`config.mk`:
```
export PLATFORM = sky130hd
export DESIGN_NAME = renkon_pixel_writer
export DESIGN_NICKNAME = d
export VERILOG_FILES = /design/src/rtl/renkon_pkg.sv /design/src/rtl/renkon_fifo.sv /design/src/rtl/renkon_pixel_writer.sv
export SDC_FILE = /design/constraint.sdc
export NUM_CORES = 1
export LEC_CHECK = 0
export CAP_MARGIN = 20
export CORE_ASPECT_RATIO = 2
export CORE_MARGIN = 5
export CORE_UTILIZATION = 25
export CTS_CLUSTER_DIAMETER = 100
export CTS_CLUSTER_SIZE = 30
export DETAILED_ROUTE_END_ITERATION = 8
export GPL_TIMING_DRIVEN = 0
export PLACE_DENSITY = 0.52
export SYNTH_ARGS = -nofsm -noshare
export SYNTH_HDL_FRONTEND = slang
export SYNTH_SLANG_ARGS = --single-unit
export TNS_END_PERCENT = 100
```
`constraint.sdc`:
```
create_clock -name clk -period 4.8 [get_ports clk]
set_clock_uncertainty 0.05 [all_clocks]
set_input_delay 0.96 -clock clk [delete_from_list [all_inputs] [get_ports clk]]
set_output_delay 0.96 -clock clk [all_outputs]
set_load 0.005 [all_outputs]
```
`src/rtl/renkon_pkg.sv`:
```
// renkon_pkg: shared defaults and state encoding for the renkon output path
// Holds the default pixel/address/FIFO sizes and the writer FSM state type.
package renkon_pkg;
   localparam int DEF_DWIDTH     = 16;
   localparam int DEF_MEMSIZE    = 12;
   localparam int DEF_FDEPTH_LOG = 3;
   typedef enum logic [1:0] {IDLE, RUN, DONE} state_t;
endpackage

```
`src/rtl/renkon_fifo.sv`:
```
// renkon_fifo: single-clock first-word-fall-through FIFO
// Ports: clk, xrst (async active-low), push/din write side, pop/dout read side,
// empty/full status. Push while full is taken only when a pop happens that cycle.
module renkon_fifo #(
   parameter int W    = 16,
   parameter int DLOG = 3
) (
   input  logic         clk,
   input  logic         xrst,
   input  logic         push,
   input  logic         pop,
   input  logic [W-1:0] din,
   output logic [W-1:0] dout,
   output logic         empty,
   output logic         full
);
   logic [W-1:0] mem [2**DLOG];
   logic [DLOG:0] wp, rp;
   logic do_push, do_pop;
   assign empty   = wp == rp;
   assign full    = (wp[DLOG] != rp[DLOG]) && (wp[DLOG-1:0] == rp[DLOG-1:0]);
   assign do_pop  = pop && !empty;
   assign do_push = push && (!full || do_pop);
   assign dout    = mem[rp[DLOG-1:0]];
   always_ff @(posedge clk or negedge xrst) begin
      if (!xrst) begin
         wp <= '0;
         rp <= '0;
      end else begin
         if (do_push) wp <= wp + (DLOG+1)'(1);
         if (do_pop) rp <= rp + (DLOG+1)'(1);
      end
   end
   always_ff @(posedge clk) begin
      if (do_push) mem[wp[DLOG-1:0]] <= din;
   end
endmodule

```
`src/rtl/renkon_pixel_writer.sv`:
```
// renkon_pixel_writer: buffers the activation pixel stream and writes it to memory
// Ports: start/base_addr/out_count arm a tile; out_en/pixel_in feed the FIFO;
// mem_ready/mem_we/mem_addr/mem_wdata form the memory write port;
// busy/done/overflow report tile status. xrst is async active-low.
module renkon_pixel_writer
   import renkon_pkg::*;
#(
   parameter int DWIDTH     = DEF_DWIDTH,
   parameter int MEMSIZE    = DEF_MEMSIZE,
   parameter int FDEPTH_LOG = DEF_FDEPTH_LOG
) (
   input  logic               clk,
   input  logic               xrst,
   input  logic               start,
   input  logic [MEMSIZE-1:0] base_addr,
   input  logic [MEMSIZE-1:0] out_count,
   input  logic               out_en,
   input  logic [DWIDTH-1:0]  pixel_in,
   input  logic               mem_ready,
   output logic               mem_we,
   output logic [MEMSIZE-1:0] mem_addr,
   output logic [DWIDTH-1:0]  mem_wdata,
   output logic               busy,
   output logic               done,
   output logic               overflow
);
   state_t state, nxt;
   logic [MEMSIZE-1:0] addr, target, accepted, written;
   logic [DWIDTH-1:0] head;
   logic empty, full, push_req, push, pop, drop;
   assign busy = state == RUN;
   assign done = state == DONE;
   // a full FIFO still takes a pixel when the head drains in the same cycle
   assign push_req = busy && out_en && (accepted < target);
   assign pop      = busy && !empty && mem_ready;
   assign push     = push_req && (!full || pop);
   assign drop     = push_req && full && !pop;
   renkon_fifo #(.W(DWIDTH), .DLOG(FDEPTH_LOG)) u_fifo (
      .clk   (clk),
      .xrst  (xrst),
      .push  (push),
      .pop   (pop),
      .din   (pixel_in),
      .dout  (head),
      .empty (empty),
      .full  (full)
   );
   always_comb begin
      nxt = state;
      if (state == IDLE && start) nxt = (out_count == '0) ? DONE : RUN;
      else if (state == RUN && pop && (written + MEMSIZE'(1) == target)) nxt = DONE;
      else if (state == DONE) nxt = IDLE;
   end
   always_ff @(posedge clk or negedge xrst) begin
      if (!xrst) begin
         state     <= IDLE;
         addr      <= '0;
         target    <= '0;
         accepted  <= '0;
         written   <= '0;
         mem_we    <= 1'b0;
         mem_addr  <= '0;
         mem_wdata <= '0;
         overflow  <= 1'b0;
      end else begin
         state  <= nxt;
         mem_we <= pop;
         if (state == IDLE && start) begin
            addr     <= base_addr;
            target   <= out_count;
            accepted <= '0;
            written  <= '0;
            overflow <= 1'b0;
         end
         if (push) accepted <= accepted + MEMSIZE'(1);
         if (drop) overflow <= 1'b1;
         if (pop) begin
            mem_addr  <= addr;
            mem_wdata <= head;
            addr      <= addr + MEMSIZE'(1);
            written   <= written + MEMSIZE'(1);
         end
      end
   end
endmodule

```
## After elaboration in Yosys (flattened, before gate mapping)

Memories as Yosys holds them, arrays and structs flattened. A register that Yosys moved wholly into a read port is not among the register bits.
Cells that the tools add are included.

| cells by class | value |
|---|---|
| add/sub/neg operators | 5 |
| multiply operators | 0 |
| div/mod/pow operators | 0 |
| order comparisons | 1 |
| eq/ne operators | 6 |
| shift-type cells | 0 |
| mux-type cells | 13 |
| bitwise logic cells | 0 |
| reductions and logical operators | 25 |

Operator list:

| kind | number |
|---|---|
| 2-to-1 mux 12 bit | 5 |
| adder 12 x 1 -> 12 bit, second input constant | 3 |
| logical AND 1 bit | 13 |
| equality test 12 bit | 1 |
| logical NOT 12 bit | 1 |
| less-than comparator 12 bit | 1 |
| adder 4 x 1 -> 4 bit, second input constant | 2 |
| 2-to-1 mux 2 bit | 4 |
| nonzero test 2 bit | 3 |
| equality test 4 bit | 1 |
| logical NOT 1 bit | 4 |
| 2-to-1 mux 1 bit | 4 |
| equality test 3 bit | 1 |
| nonzero test 3 bit | 1 |
| equality test 2 x 1 -> 1 bit, second input constant | 1 |
| equality test 2 bit, second input constant | 1 |
| logical NOT 2 bit | 1 |
| logical OR 1 bit | 2 |
| != test 1 bit | 1 |

| word-level totals | value |
|---|---|
| register bits after elaboration | 72 |
| latch bits | 0 |
| bits in writable memories | 128 |
| ROM bits | 0 |
| input port bits | 45 |
| memories | 1 |

Memory list:

| memory | words | width | read ports | clocked after Yosys merged registers in | wr ports | RTL line | source |
|---|---|---|---|---|---|---|---|
| u_fifo.mem | 8 | 16 | 1 | 1 | 1 | renkon_fifo.sv:17 | `logic [W-1:0] mem [2**DLOG];` |

## Logic depth before layout (Yosys ltp)

Gate-level depths: netlist of run 1.

| depth | value |
|---|---|
| word-level depth | 9 |
| mapped depth | 9 |
| mapped depth without buffers | 8 |

## By module

From an unflattened synthesis of run 1, not the netlist that was laid out.

| unflattened totals | value |
|---|---|
| cells, all modules | 718 |
| area total of the unflattened synthesis | 9651.8 µm² |

By module, submodules not included:

| module | times used | cells an instance | area each (µm²) | sequential area each (µm²) |
|---|---|---|---|---|
| renkon_fifo | 1 | 243 | 5471.5 | 4043.9 |
| renkon_pixel_writer | 1 | 475 | 4180.3 | 2001.9 |

## Worst setup path before layout of run 1

Ideal clock, no wire load.

| timing | value |
|---|---|
| kind | input port to flip-flop |
| start | in mem_ready |
| end | mem u_fifo.mem[2][0] (enable) |
| arrival time | 3.475 ns |
| required time | 4.314 ns |
| path slack | 0.839 ns |
| stages | 7 |
| path buffers | 1 |
| cell sequence | and3b_1 nor4_1 and2_1 buf_2 inv_2 nand2_1 nor4b_1 |

| on the way | value |
|---|---|
| cells in the longest elaborated chain, start to end | 6 |

Ends and longest elaborated chain:

| what | RTL line | source |
|---|---|---|
| start, declared | renkon_pixel_writer.sv:19 | `input logic mem_ready,` |
| logical AND 1 bit (*) | renkon_pixel_writer.sv:35 | `assign pop = busy && !empty && mem_ready;` |
| logical OR 1 bit / logical AND 1 bit (equally long branches) | renkon_pixel_writer.sv:36, renkon_fifo.sv:22 |  |
| logical AND 1 bit / logical OR 1 bit (equally long branches) | renkon_pixel_writer.sv:36, renkon_fifo.sv:23 |  |
| logical AND 1 bit (*) | renkon_fifo.sv:23 | `assign do_push = push && (!full \|\| do_pop);` |
| 2-to-1 mux 1 bit (*) | renkon_fifo.sv:35 | `if (do_push) mem[wp[DLOG-1:0]] <= din;` |
| 2-to-1 mux 1 bit (implied by the code) (*) | renkon_fifo.sv:35 |  |
| end, declared | renkon_fifo.sv:17 |  |

Mark *: on every way between the ends. The rest lies on a longest branch, timed or not.

## Final worst setup path of run 1

| timing | value |
|---|---|
| start | reg target[5] |
| end | mem u_fifo.mem[6][4] (enable) |

| on the way | value |
|---|---|
| cells in the longest elaborated chain, start to end | 6 |

Ends and longest elaborated chain:

| what | RTL line | source |
|---|---|---|
| start, declared | renkon_pixel_writer.sv:28 | `logic [MEMSIZE-1:0] addr, target, accepted, written;` |
| start signal, assigned | renkon_pixel_writer.sv:70 | `target <= out_count;` |
| less-than comparator 12 bit | renkon_pixel_writer.sv:34 | `assign push_req = busy && out_en && (accepted < target);` |
| logical AND 1 bit | renkon_pixel_writer.sv:34 |  |
| logical AND 1 bit | renkon_pixel_writer.sv:36 | `assign push = push_req && (!full \|\| pop);` |
| logical AND 1 bit | renkon_fifo.sv:23 |  |
| 2-to-1 mux 1 bit | renkon_fifo.sv:35 |  |
| 2-to-1 mux 1 bit (implied by the code) | renkon_fifo.sv:35 |  |

No other way between the ends.

==> out/summary.txt, run 1 <==
Status = finished, final reports clean
Core Area = 37,300 um2
CP Capture Type = flip-flop
Worst skew pair latency = 0.49 ns
Most used DFF post-synth = edfxtp_1
Routed len/inst = 20.0 um
Cts hold-fix bufs = 0
Crit path kind = reg -> reg
Synthesized area per cell = 13.7 um2
TritonCTS clock tree = done
Crit-path slowest cell = nor3_2
# placed instances = 1,242
Power Total = 6.07 mW
Area of the multi-input gates = 3190 um2
Final std cells w/o fill = 1,259
Min cycle time layout = 3.46 ns
Vias in the first global route = 6,415
Fmax = 289 MHz
DRC Markers = 0
Worst path cell trace = inv_1 -> ha_1 -> a21o_1 -> a21o_1 -> a221oi_1 -> o21ba_2 -> nand2_1 -> nor3_2 -> buf_6
Starting Density = 25.3%
Area grow syn2layout = 19.9%
Max VDD drop = 210 uV
Required time worst endpoint = 4.91 ns
Post-CTS Setup Bufs = 0
Gr usage total = 11.9%
# fillers = 3,748
Setup_tns = 0 ns
Diodes inserted = 0
Synth cell types = 55
WP data arrival = 3.57 ns
Detailed Route Iter0 Violations = 476
Layout cells sized above 1 = 12.9%
Final setup viols = 0
Total Routed Length = 25,200 um
Final Max Tran Viols = 0
GPL Wtd Cong = 0.802
CTS buffer count = 11
Hold Vio Cnt, Final = 0
Synth Net Count = 752
Grt total ovfl = 0
DP HPWL = 18,600 um
Seq cells post-synth = 216
Worst path depth = 9
RSZ-0062 raised after global routing = no
Critical Path Start Type = flip-flop
Die width = 147 um
Crit path largest cell delay = 0.79 ns
Final hold slack = 0.340 ns
EDFF count, synth = 128
Leakage power = 4.17 nW
Clk slew on worst S/H paths = 0.12 ns
Resized Gates After CTS = 0
Worst path bufs/invs = 2
Class of the worst hold path = in -> async
Delay-heaviest family, CP = compound AO/OA/AOI/OAI gates
Synth warnings = 0
IO Port Bufs = 76
Critical Path Source = target[5]$_DFFE_PN0P_
Post-route ant nets = 0
DIE AREA = 42,000 um2
Vias = 6,021
H-tree depth = 1
Seq/Total Area, Yosys = 64.1%
FF/Latch Area = 6050 um2
CTS Root Cell = clkbuf_16
Final core utilization = 30.3%
Max-Cap Viols = 0
Cell mode on critical path = a21o_1
Relative slew slack = 35.5%
Die Y = 285 um
Site row count = 100
Mapped Cells = 691
Ys async rst share = 40.7%
Crit Path Max Fanout = 9
Initial antenna violation count = 0
Share of the synthesized area in the top cell type = 40.7%
Clock Sink Count = 216
Largest net degree at the start of global routing = 63
Reg-to-Reg Start = target[5]$_DFFE_PN0P_
Post-synth top area cell = edfxtp_1
TritonRoute pass-1 iters = 4
Worst-margin pin slew = 0.963 ns
Via density = 4.78
Synthesized cell area = 9430 um2
FF-to-FF path depth = 9
PD cells = 536 nW/um2
Bufs on Longest Clock Path = 3
IO Count = 77
Synth area leaders = edfxtp_1 (41%), dfrtp_1 (23%), mux4_2 (7.6%)
Crit share post-route = 72.1%
First-pass GRT wire length = 38,500 um
Nets = 857
through the flow:
stage | cell area, um2 | setup WS, ns
finish | 11300 | 1.34
CTS | 11300 | 1.27
global route | 11300 | 1.12
global placement | 10800 | -1.87
detailed placement | 11000 | 0.903
floorplan | 9430 | 0.839
power breakdown:
part           total (mW)  switching [mW]  leakage [nW]  internal (mW)
Sequential           2.69           0.291          2.28           2.40
Combinational        2.33            1.26          1.74           1.07
Clock                1.04           0.599         0.153          0.446
Total                6.07            2.15          4.17           3.91
layout by cell type, fill, tap and decap left out, types with 3 or more instances in the layout:
master	synthesis	final
clkdlybuf4s50_1	0	75
or3_1	3	3
edfxtp_1	128	128
o2111ai_1	3	3
a31oi_1	4	4
clkbuf_16	0	11
xor2_1	8	8
mux2i_1	16	16
mux4_2	32	32
and3_1	8	8
dfrtp_1	88	88
nand4_1	6	6
nor4b_1	5	3
nor3_1	18	16
nor4_1	11	10
nor3b_2	1	3
nor3b_1	5	3
inv_1	16	16
o31ai_1	5	5
nor2_1	22	21
ha_1	16	16
nor2b_1	7	7
nand3_1	17	17
buf_6	0	7
a221o_1	16	16
buf_4	3	10
a21o_1	3	3
xnor2_1	14	14
nand2_1	108	108
o21ai_0	56	56
a21oi_1	10	10
clkbuf_1	11	16
buf_2	20	20
path summary, 6_finish.rpt:
kind | end | slack (ns)
max reg2reg | u_fifo.mem[6][4]$_DFFE_PP_ | 1.34
max | u_fifo.mem[6][4]$_DFFE_PP_ | 1.34
min reg2reg | mem_addr[4]$_DFFE_PN0P_ | 0.44
max in group asynchronous | mem_wdata[7]$_DFFE_PN0P_ | 3.67
min | state[0]$_DFFE_PN0P_ | 0.34
min in group clk | mem_addr[4]$_DFFE_PN0P_ | 0.44
layout make-up:
type	count	share of cell area [%]
sequential	216	53.4
multi-input combinational	422	28.2
timing repair buffer	92	8.31
tap	459	5.08
clock buffer	16	2.60
buffer	35	1.48
inverter	18	0.597
clock inverter	1	0.265
flip-flops by register name (all words and copies together) (netlist names):
| register | cells |
|---|---|
| target | 12 |
| accepted | 12 |
| state | 2 |
| mem_wdata | 16 |
| overflow | 1 |
| u_fifo.mem | 128 |
| u_fifo.wp | 4 |
| written | 12 |
| mem_we | 1 |
| addr | 12 |
| mem_addr | 12 |
| u_fifo.rp | 4 |
synth_stat cells, drive strengths merged (10+ instances only):
master,number
nor4,11
mux4,32
a21oi,10
clkbuf,11
nand3,17
o21ai,57
nand2,108
nor3,18
nor2,23
inv,18
edfxtp,128
mux2i,16
xnor2,14
a221o,16
ha,16
dfrtp,88
buf,24
cell families (layout without fill, tap and decap cells):
group | count (synthesis) | after routing | synth area share, %
simple gates | 219 | 219 | 11.0
flops | 216 | 216 | 64.1
compound gates | 111 | 111 | 7.77
buf+inv | 53 | 162 | 2.49
mux | 50 | 50 | 9.58
xor+xnor | 26 | 26 | 2.94
fa+ha+maj | 16 | 16 | 2.12
per-layer routing:
layer	part of all wire, %	GRT usage, %	routed length (um)
met5	0	0	0
met2	56	23.0	14000
met4	4.5	5.25	1130
met3	3.4	1.51	849
met1	37	12.5	9220
Power figures use the tool's default switching activity.
==> inputs of run 2 (changes only) <==
==> constraint.sdc (replaced) <==
create_clock -name clk -period 3.6 [get_ports clk]
set_clock_uncertainty 0.05 [all_clocks]
set_input_delay 0.72 -clock clk [delete_from_list [all_inputs] [get_ports clk]]
set_output_delay 0.72 -clock clk [all_outputs]
set_load 0.005 [all_outputs]
==> out/summary.txt, run 2 (synthesis gave the netlist of run 1 again) <==
Nets = 857 (unchanged)
Clock Sink Count = 216 (unchanged)
Dpl cell area = 11,000 um2 (unchanged)
Core Area = 37,300 um2 (unchanged)
Total Routed Length = 25,200 um (about the same)
CTS Root Cell = clkbuf_16
Post-route ant nets = 0 (unchanged)
Routed len/inst = 20.0 um (about the same)
Delay-heaviest family, CP = compound AO/OA/AOI/OAI gates
Max-Cap Viols = 0 (unchanged)
Via density = 4.78 (about the same)
Grt total ovfl = 0 (unchanged)
Cell mode on critical path = a21o_1
WP data arrival = 3.53 ns (-0.04 ns)
TritonCTS clock tree = done
Relative slew slack = 36.4% (+0.88 points)
DRC Markers = 0 (unchanged)
Largest net degree at the start of global routing = 63 (unchanged)
Class of the worst hold path = in -> async
Final instance area = 11,300 um2 (+0.19%)
Area grow syn2layout = 20.1%
Max VDD drop = 287 uV (+37%)
Layout cells sized above 1 = 12.9% (unchanged)
Most frequent cells in the layout = edfxtp_1 (128), nand2_1 (108), dfrtp_1 (88)
Vias = 6,016 (-0.083%)
Critical Path Start Type = flip-flop
Area of the multi-input gates = 3220 um2 (+0.67%)
Final core utilization = 30.4% (+0.057 points)
Vias in the first global route = 6,415 (unchanged)
Required time worst endpoint = 3.74 ns (-1.17 ns)
Crit share post-route = 94.1% (+22 points)
Clk slew on worst S/H paths = 0.13 ns (about the same)
Max reg flops = 128 (unchanged)
Final setup viols = 0 (unchanged)
Worst path cell trace = inv_1 -> ha_1 -> a21o_1 -> a21o_1 -> a221oi_1 -> o21ba_2 -> nand2_1 -> nor4b_2 -> buf_4
Crit path largest cell delay = 0.67 ns (-0.12 ns)
Worst skew pair latency = 0.49 ns (about the same)
# fillers = 3,745 (-0.080%)
IO Count = 77 (unchanged)
Fmax = 295 MHz (+2.3%)
CTS buffer count = 11 (unchanged)
Bufs on Longest Clock Path = 3 (unchanged)
Crit-path slowest cell = nor4b_2
First-pass GRT wire length = 38,500 um (unchanged)
IO Port Bufs = 76 (unchanged)
Hold Vio Cnt, Final = 0 (unchanged)
Min cycle time layout = 3.39 ns (-0.0769 ns)
Status = finished, final reports clean
FF/Latch Area = 6050 um2 (unchanged)
Crit path kind = reg -> reg
Commonest non-fill, non-tap cell in the layout = edfxtp_1
RSZ-0062 raised after global routing = no
Starting Density = 25.3% (unchanged)
Setup_tns = 0 ns (unchanged)
Site row count = 100 (unchanged)
Detailed Route Iter0 Violations = 441 (-7.4%)
Diodes inserted = 0 (unchanged)
H-tree depth = 1 (unchanged)
CP Capture Type = flip-flop
TritonRoute pass-1 iters = 4 (unchanged)
Leakage power = 4.18 nW (+0.24%)
Worst path bufs/invs = 2 (unchanged)
DP HPWL = 18,600 um (unchanged)
Crit Path Max Fanout = 7 (-2)
Die Y = 285 um (unchanged)
PD cells = 716 nW/um2 (+33%)
Initial antenna violation count = 0 (unchanged)
GPL Wtd Cong = 0.802 (unchanged)
Cts hold-fix bufs = 0 (unchanged)
Worst-margin pin slew = 0.950 ns (-0.0132 ns)
Resized Gates After CTS = 0 (unchanged)
Final Max Tran Viols = 0 (unchanged)
Post-CTS Setup Bufs = 0 (unchanged)
Gr usage total = 11.9% (unchanged)
DIE AREA = 42,000 um2 (unchanged)
Die width = 147 um (unchanged)
run 2: metal layers:
layer  part of all wire [%]  track usage (%)  up-vias
met5                      0                0        -
met4                    4.4             5.25        0
met3                    3.4             1.51       41
met2                     56             23.0      120
met1                     36             12.5     3062
li1                       -                -     2793
run 2: worst paths after layout:
| kind | from | end | slack (ns) | depth (start not counted) |
|---|---|---|---|---|
| setup reg to reg | target[5]$_DFFE_PN0P_ | u_fifo.mem[4][2]$_DFFE_PP_ | 0.21 | 9 |
| hold / removal | xrst | state[0]$_DFFE_PN0P_ | 0.10 | 1 |
| max in group asynchronous | xrst | mem_wdata[7]$_DFFE_PN0P_ | 2.70 | 2 |
| min in group clk | mem_addr[4]$_DFFE_PN0P_ | mem_addr[4]$_DFFE_PN0P_ | 0.44 | 2 |
| hold reg to reg | mem_addr[4]$_DFFE_PN0P_ | mem_addr[4]$_DFFE_PN0P_ | 0.44 | 2 |
| setup / recovery | target[5]$_DFFE_PN0P_ | u_fifo.mem[4][2]$_DFFE_PP_ | 0.21 | 9 |
run 2: layout make-up:
class | instances | share of cell area, %
sequential | 216 | 53.3
multi-input combinational | 422 | 28.4
timing repair buffer | 92 | 8.29
tap | 459 | 5.07
clock buffer | 16 | 2.59
buffer | 35 | 1.48
inverter | 18 | 0.596
clock inverter | 1 | 0.265
run 2: where the power goes:
part	total, mW	internal [mW]	switching (mW)
Combinational	3.13	1.43	1.70
Sequential	3.59	3.20	0.389
Clock	1.39	0.594	0.801
run 2: through the flow:
step                      setup WS (ns)  total power, mW  instances  hold WS [ns]
after floorplan                  -0.333             5.46        691         0.374
after global placement            -2.83             6.71       1226         0.416
after detailed placement        -0.0568             6.85       1242         0.411
after CTS                        0.0666             8.25       1259         0.107
after global routing             0.0567             8.65       1259         0.127
final                             0.214             8.11       1259         0.102
==> inputs of run 3 (changes only) <==
--- a/config.mk
+++ b/config.mk
@@ -12,7 +12,6 @@
 export CTS_CLUSTER_DIAMETER = 100
 export CTS_CLUSTER_SIZE = 30
 export DETAILED_ROUTE_END_ITERATION = 8
-export GPL_TIMING_DRIVEN = 0
 export PLACE_DENSITY = 0.52
 export SYNTH_ARGS = -nofsm -noshare
 export SYNTH_HDL_FRONTEND = slang
==> out/summary.txt, run 3 (synthesis gave the netlist of run 1 again) <==
Status = finished, final reports clean
Crit path largest cell delay = 0.42 ns (-0.25 ns)
DP HPWL = 16,400 um (-12%)
Crit share post-route = 83.2% (-11 points)
Sw Pwr = 2.72 mW (-5.6%)
Crit-path slowest cell = a221oi_1
Required time worst endpoint = 3.68 ns (-0.06 ns)
Crit path kind = reg -> reg
Cts hold-fix bufs = 0 (unchanged)
Cell mode on critical path = a21o_1
Die Y = 285 um (unchanged)
Delay-heaviest family, CP = compound AO/OA/AOI/OAI gates
Core Area = 37,300 um2 (unchanged)
Gr usage total = 10.8% (-1.0 points)
Class of the worst hold path = in -> async
First-pass GRT wire length = 35,800 um (-7.1%)
Worst path cell trace = inv_1 -> ha_1 -> a21o_1 -> a21o_1 -> a221oi_1 -> o21ba_2 -> nand2_1 -> nor4b_2 -> buf_4
Routed len/inst = 18.6 um (-6.8%)
Cell Int Power = 5.14 mW (-1.6%)
Seq pwr share = 46.7% (+2.4 points)
Post-CTS Setup Bufs = 0 (unchanged)
Commonest non-fill, non-tap cell in the layout = edfxtp_1
IO Port Bufs = 76 (unchanged)
CP Capture Type = flip-flop
Detailed Route Iter0 Violations = 355 (-20%)
Vias = 5,764 (-4.2%)
Clk slew on worst S/H paths = 0.12 ns (about the same)
# fillers = 3,757 (+0.32%)
Setup WS pre-CTS = 0.584 ns (+0.641 ns)
Final setup viols = 0 (unchanged)
Dpl cell area = 10,800 um2 (-1.5%)
Combinational power share = 35.8% (-2.8 points)
WP data arrival = 3.07 ns (-0.46 ns)
Final instance area = 11,100 um2 (-1.7%)
Max reg flops = 128 (unchanged)
Final worst-path setup slack = 0.604 ns (+0.390 ns)
Leakage power = 4.08 nW (-2.5%)
Switching Share = 34.6% (-0.96 points)
Initial antenna violation count = 0 (unchanged)
TritonRoute pass-1 iters = 4 (unchanged)
Worst-margin pin slew = 0.875 ns (-0.0748 ns)
Final Max Tran Viols = 0 (unchanged)
Die width = 147 um (unchanged)
Largest net degree at the start of global routing = 73 (+16%)
Total Routed Length = 22,900 um (-8.9%)
Clock Sink Count = 216 (unchanged)
Min cycle time layout = 3.00 ns (-0.390 ns)
Grt total ovfl = 0 (unchanged)
Clock share of power = 17.5% (+0.3 points)
IO Count = 77 (unchanged)
Crit Path Max Fanout = 16 (+9)
Relative slew slack = 41.5% (+5.1 points)
Diodes inserted = 0 (unchanged)
RSZ-0062 raised after global routing = no
Via density = 4.69 (-1.9%)
TritonCTS clock tree = done
Max-Cap Viols = 0 (unchanged)
Site row count = 100 (unchanged)
Nets = 828 (-3.4%)
CTS buffer count = 11 (unchanged)
Bufs on Longest Clock Path = 3 (unchanged)
Vias in the first global route = 6,141 (-4.3%)
H-tree depth = 1 (unchanged)
Worst skew pair latency = 0.47 ns (-0.02 ns)
PD cells = 706 nW/um2 (-1.4%)
DRC Markers = 0 (unchanged)
Area grow syn2layout = 18.2%
CTS Root Cell = clkbuf_16
Hold Vio Cnt, Final = 0 (unchanged)
Critical Path Start Type = flip-flop
Starting Density = 25.3% (unchanged)
Resized Gates After CTS = 0 (unchanged)
Max VDD drop = 247 uV (-14%)
Worst path bufs/invs = 2 (unchanged)
Fmax = 334 MHz (+13%)
Layout cells sized above 1 = 11.2% (-1.7 points)
Power Total = 7.87 mW (-3.0%)
Most frequent cells in the layout = edfxtp_1 (128), nand2_1 (108), dfrtp_1 (87)
Post-route ant nets = 0 (unchanged)
DIE AREA = 42,000 um2 (unchanged)
GPL Wtd Cong = 0.797 (-0.64%)
-- run 3: layer usage --
| layer | GRT usage (%) | wire, um |
|---|---|---|
| met4 | 3.73 | 766 |
| met5 | 0 | 0 |
| met2 | 21.4 | 13000 |
| met3 | 1.26 | 791 |
| met1 | 11.6 | 8400 |
-- run 3: metrics by stage --
stage,TNS [ns],instances,hold slack (ns),util [%]
final,0,1230,0.0631,29.9
after global routing,0,1230,0.0627,29.9
after CTS,0,1230,0.0558,29.9
after detailed placement,0,1213,0.417,29.0
after global placement,0,1213,0.418,29.0
after floorplan,-12.87,691,0.374,-
-- run 3: layout make-up --
type	instances	area (um2)	share of cell area [%]
Timing Repair Buffer	98	936	8.40
Sequential cell	216	6050	54.2
Tap cell	459	574	5.15
Multi-Input combinational cell	422	3200	28.7
Clock buffer	16	294	2.64
Clock inverter	1	30.0	0.269
Inverter	18	67.6	0.606
-- run 3: worst paths after layout --
path                       slack [ns]               startpoint                          end  cells past startpoint
setup / recovery                 0.60    target[5]$_DFFE_PN0P_  u_fifo.mem[2][11]$_DFFE_PP_                      9
hold / removal                   0.06                     xrst     accepted[11]$_DFFE_PN0P_                      1
setup reg to reg                 0.60    target[5]$_DFFE_PN0P_  u_fifo.mem[2][11]$_DFFE_PP_                      9
hold reg to reg                  0.44  mem_addr[0]$_DFFE_PN0P_      mem_addr[0]$_DFFE_PN0P_                      2
max in group asynchronous        2.71                     xrst     mem_wdata[8]$_DFFE_PN0P_                      2
min in group clk                 0.44  mem_addr[0]$_DFFE_PN0P_      mem_addr[0]$_DFFE_PN0P_                      2
-- run 3: power groups by stage --
| stage | combinational (mW) | sequential [mW] | clock (mW) |
|---|---|---|---|
| after CTS | 2.91 | 3.69 | 1.45 |
| final | 2.82 | 3.67 | 1.38 |
| after global placement | 2.87 | 3.73 | 0 |
| after global routing | 3.14 | 3.74 | 1.53 |
| after detailed placement | 2.90 | 3.74 | 0 |
| after floorplan | 1.94 | 3.52 | 0 |
-- run 3: worst register-to-register path: cells and delay by family (launching register included) --
| family | cells | cell delay [ns] |
|---|---|---|
| AOI/OAI and AO/OA | 4 | 1.00 |
| DFF | 1 | 0.41 |
| and+or+nand+nor | 2 | 0.44 |
| buffers and inverters | 2 | 0.42 |
| adders and majority gates | 1 | 0.32 |
